**config.mk**
```make
export PLATFORM = sky130hd
export DESIGN_NAME = alu_arbiter
export DESIGN_NICKNAME = d
export VERILOG_FILES = /design/src/rtl/alu_arbiter.sv
export SDC_FILE = /design/constraint.sdc
export NUM_CORES = 1
export LEC_CHECK = 0
export CAP_MARGIN = 20
export CORE_MARGIN = 10
export CORE_UTILIZATION = 35
export CTS_BUF_LIST = sky130_fd_sc_hd__clkbuf_4 sky130_fd_sc_hd__clkbuf_8
export DETAILED_ROUTE_END_ITERATION = 8
export GPL_TIMING_DRIVEN = 0
export PLACE_DENSITY_LB_ADDON = 0.12
export SLEW_MARGIN = 20
export SYNTH_ARGS = -nofsm -noshare
export SYNTH_HDL_FRONTEND = slang
export SYNTH_SLANG_ARGS = --single-unit
```
**constraint.sdc**
```tcl
create_clock -name clk -period 1.6 [get_ports clk]
set_clock_uncertainty 0.1 [all_clocks]
set_input_delay 0.32 -clock clk [delete_from_list [all_inputs] [get_ports clk]]
set_output_delay 0.32 -clock clk [all_outputs]
set_load 0.02 [all_outputs]
```
**src/rtl/alu_arbiter.sv**
```systemverilog
// Shares one combinational 32-bit ALU between two requesters via valid/ready handshakes.
// Define ALU_ARB_ROUND_ROBIN_EN for round-robin arbitration; otherwise requester 0 has fixed priority.
module alu_arbiter #(
  parameter int DATA_WIDTH = 32,
  parameter int OP_WIDTH   = 3
) (
  input  logic                    clk,
  input  logic                    rst_n,
  input  logic [1:0]              req_valid,
  output logic [1:0]              req_ready,
  input  logic [2*OP_WIDTH-1:0]   req_operation,
  input  logic [2*DATA_WIDTH-1:0] req_operand_1,
  input  logic [2*DATA_WIDTH-1:0] req_operand_2,
  output logic [1:0]              rsp_valid,
  input  logic [1:0]              rsp_ready,
  output logic [DATA_WIDTH-1:0]   rsp_result,
  output logic                    rsp_zero,
  output logic                    rsp_error,
  output logic [OP_WIDTH-1:0]     alu_operation,
  output logic [DATA_WIDTH-1:0]   alu_operand_1,
  output logic [DATA_WIDTH-1:0]   alu_operand_2,
  input  logic [DATA_WIDTH-1:0]   alu_result,
  input  logic                    alu_zero,
  output logic                    busy
);
  // Handshakes: a transfer happens on a rising edge where valid and ready are both high.
  // A request holds valid and its payload until accepted; a response holds until rsp_ready.
  localparam logic [OP_WIDTH-1:0] ALU_AND = OP_WIDTH'(0);
  localparam logic [OP_WIDTH-1:0] ALU_OR  = OP_WIDTH'(1);
  localparam logic [OP_WIDTH-1:0] ALU_ADD = OP_WIDTH'(2);
  localparam logic [OP_WIDTH-1:0] ALU_XOR = OP_WIDTH'(3);
  localparam logic [OP_WIDTH-1:0] ALU_SUB = OP_WIDTH'(6);

  typedef enum logic [1:0] {IDLE, EXECUTE, RESPOND} state_t;

  state_t state_q, state_d;
  logic   grant_q;
  logic   pick;
  logic   accept;
  logic   rsp_done;
  logic   op_illegal;

`ifdef ALU_ARB_ROUND_ROBIN_EN
  logic ptr_q;
  // On contention the pointer wins; a lone valid request always wins.
  assign pick = req_valid[1] & (~req_valid[0] | ptr_q);
`else
  assign pick = req_valid[1] & ~req_valid[0];
`endif

  assign req_ready  = (state_q == IDLE && rst_n) ? ({pick, ~pick} & req_valid) : 2'b00;
  assign accept     = |req_ready;
  assign rsp_valid  = (state_q == RESPOND) ? {grant_q, ~grant_q} : 2'b00;
  assign rsp_done   = (state_q == RESPOND) && rsp_ready[grant_q];
  assign busy       = (state_q != IDLE);
  assign op_illegal = !(alu_operation inside {ALU_AND, ALU_OR, ALU_ADD, ALU_XOR, ALU_SUB});

  always_ff @(posedge clk or negedge rst_n) begin
    if (!rst_n) state_q <= IDLE;
    else        state_q <= state_d;
  end

  always_comb begin
    state_d = state_q;
    case (state_q)
      IDLE:    if (accept) state_d = EXECUTE;
      EXECUTE: state_d = RESPOND;
      RESPOND: if (rsp_done) state_d = IDLE;
      default: state_d = IDLE;
    endcase
  end

  // ALU inputs are only loaded on an accepted request and hold otherwise.
  always_ff @(posedge clk or negedge rst_n) begin
    if (!rst_n) begin
      grant_q       <= 1'b0;
      alu_operation <= '0;
      alu_operand_1 <= '0;
      alu_operand_2 <= '0;
    end else if (accept) begin
      grant_q       <= pick;
      alu_operation <= pick ? req_operation[2*OP_WIDTH-1:OP_WIDTH] : req_operation[OP_WIDTH-1:0];
      alu_operand_1 <= pick ? req_operand_1[2*DATA_WIDTH-1:DATA_WIDTH] : req_operand_1[DATA_WIDTH-1:0];
      alu_operand_2 <= pick ? req_operand_2[2*DATA_WIDTH-1:DATA_WIDTH] : req_operand_2[DATA_WIDTH-1:0];
    end
  end

  always_ff @(posedge clk or negedge rst_n) begin
    if (!rst_n) begin
      rsp_result <= '0;
      rsp_zero   <= 1'b0;
      rsp_error  <= 1'b0;
    end else if (state_q == EXECUTE) begin
      rsp_result <= op_illegal ? '0 : alu_result;
      rsp_zero   <= op_illegal ? 1'b0 : alu_zero;
      rsp_error  <= op_illegal;
    end
  end

`ifdef ALU_ARB_ROUND_ROBIN_EN
  always_ff @(posedge clk or negedge rst_n) begin
    if (!rst_n)        ptr_q <= 1'b0;
    else if (rsp_done) ptr_q <= ~grant_q;
  end
`endif

endmodule

```
==> results.cfg <==
[status]
status = finished, violations left
failed_checks = negative setup slack

[place]
port_buffers = 278
hpwl_um = 12800
place_area_sq_um = 7850
routabilityCongestion = 0.774
placed_cells = 770
dp_slack_ns = -1.07

[hold_path]
hp-class = primary input to flip-flop

[detailed_routing]
totalWireLength_um = 16900
routedWlPerCell_um = 20.7
drc = 0
detail-route-antenna-nets = 0
drtIter0Drc = 94
dr.pass1.iters = 4
dr_total_vias = 3811
viasPerCell = 4.67

[pwr]
pwr-share-clk_pct = 13.5
power.share.switching_pct = 37.0
pwr-share-seq_pct = 32.9
internal_power_uw = 8700
fin_total_pwr_uw = 13800
ir_drop_uv = 803
comb_power_share_pct = 53.6
p_sw_uw = 5100
cellPowerDensity_nw_per_um2 = 1580
p_leak_uw = 0.00408

[layout]
fin_util_pct = 65.4
final_cells = 816
mostFrequentLayoutCells = clkdlybuf4s50_1, dfrtp_1, dlygate4sd2_1
drive_gt1_share_pct = 33.6
nNetsFinal = 808
diodes = 0
syn2layout_area_growth_pct = 81.3
final_common_cell = clkdlybuf4s50_1
final_cell_area_sq_um = 8720

[floorplan]
initial_utilization_pct = 36.0
die-area_sq_um = 18800
rows = 42
coreArea_sq_um = 13300
die_h_um = 137
die_w_um = 137
boundaryPins = 279

[setup_path]
startpoint_type = flip-flop
reg2reg_setup_slack_ns = -0.21
criticalPathCategory = flip-flop to flip-flop
cp-end-kind = flip-flop
required_ns = 1.75
critPathArrivalTime_ns = 1.96
cp_max_fo = 5

[synthesis]
syn_nets = 488
synth_top_family_by_area = multiplexers
synth_warnings = 0
synthCells = 315
synth_compound_area_share_pct = 6.66
ys_seq_area_share_pct = 54.1
synth.distinct_cells = 19
ys_ff_latch = 104
synth_fa_ha_area_share_pct = 0
syn_avg_cell_area_sq_um = 15.3
syn_area_sq_um = 4810
synth_simple_gate_area_share_pct = 1.38
synth-xor-area-share_pct = 0
muxShareOfSynthArea_pct = 34.6

[timing]
slew_headroom_pct = 71.8
fin_crit_sh_pct = 113
min_period_ns = 1.81
setup_viol = 96
final_hold_viol_count = 0
setup_slack_ns = -0.206
drv_slew = 0
rsz0062_at_grt = true
worst_slew_pin_slew_ns = 0.423
fmaxAchievable_ghz = 0.554

[global_routing]
grt_pass1_wl_um = 25100
grt_max_degree = 28
grtUsageTotal_pct = 17.2
first_global_vias = 4331
grt-ovfl-total = 0
antenna_found_initial = 0

[clock_network]
cts_tree = yes
clk_pin_slew_ns = 0.10
clock-root-buffer = clkbuf_8
cts_made_buffers = 9
insertion_delay_ns = 0.36
cts_max_path_buffers = 2
htree_levels = 3
cts_sinks = 104

[run]
maxCapViolations = 0
-- cell type report --
cell class	instances	area [sq um]
buffer	22	259
clock buffer	10	138
clock inverter	6	92.6
fill	1102	4620
inverter	3	11.3
multi-input combinational	185	2260
sequential	104	2600
tap	176	220
timing repair buffer	310	3140
-- flip-flops by register name (all words and copies together) (netlist names) --
name and cells:
alu_operand_1 32, alu_operand_2 32, alu_operation 3, grant_q 1, rsp_error 1, rsp_result 32
rsp_zero 1, state_q 2
-- synth_stat cells (all sizes together) --
| cell type | count | share of area, % |
|---|---|---|
| clkbuf | 4 | 0.34 |
| a22o | 33 | 6.0 |
| nor3b | 1 | 0.26 |
| nand2 | 1 | 0.078 |
| nand2b | 4 | 0.52 |
| inv | 3 | 0.23 |
| o21a | 1 | 0.16 |
| dfrtp | 104 | 54 |
| mux2 | 135 | 35 |
| buf | 19 | 2.7 |
| a21oi | 3 | 0.39 |
| nor2 | 5 | 0.39 |
| and2 | 1 | 0.13 |
| o21ai | 1 | 0.10 |
-- logic make-up after synthesis --
| kind of cell | count (synthesis) |
|---|---|
| muxes | 135 |
| AOI/OAI and AO/OA | 38 |
| DFF | 104 |
| buffers and inverters | 26 |
| and+or+nand+nor | 12 |
-- power groups by stage --
stage	registers, uW	logic [uW]	clock network, uW
after floorplan	6040	2150	0
after global placement	4530	7260	0
after detailed placement	4590	7340	0
after CTS	4530	7440	1920
after global routing	4690	7820	2020
final	4540	7400	1860
-- metrics by stage --
stage	setup TNS [ns]	hold slack, ns
after CTS	-11.04	0.313
after global routing	-21.93	0.331
final	-12.81	0.334
after global placement	-735.02	0.387
after floorplan	-1.91	-0.0756
after detailed placement	-73.45	0.213
-- critical path, stage by stage (launching register included) --
cell and delay, ns:
dfrtp_1 0.43, nor3b_2 0.27, o21a_1 0.18, buf_6 0.13, buf_8 0.14, clkbuf_16 0.15
mux2_4 0.29
-- timing repair --
action	in CTS	in global routing
endpoints found under the setup margin	205	103
gates resized for setup	219	7
pin swaps	4	2
hold buffers	8	0
buffers inserted	16	1
hold endpoints to repair	78	0
gates cloned	5	1
-- final timing paths --
path                                      to  cells after the start              start
max in group asynchronous  alu_operand_1[10]                      3              rst_n
setup reg to reg           alu_operand_1[14]                      6         state_q[1]
setup / recovery           alu_operand_1[14]                      6         state_q[1]
min in group asynchronous  alu_operand_1[16]                      4              rst_n
hold reg to reg            alu_operand_2[13]                      1  alu_operand_2[13]
hold / removal                       grant_q                      3       req_valid[0]
-- metal layers --
metal | vias up | global-route usage, % | share of wire [%]
li1 | 1783 | - | -
met1 | 1865 | 19.0 | 38
met2 | 150 | 30.4 | 52
met3 | 13 | 6.08 | 8.4
met4 | 0 | 5.44 | 1.4
met5 | - | 0 | 0
Power figures use the tool's default switching activity.
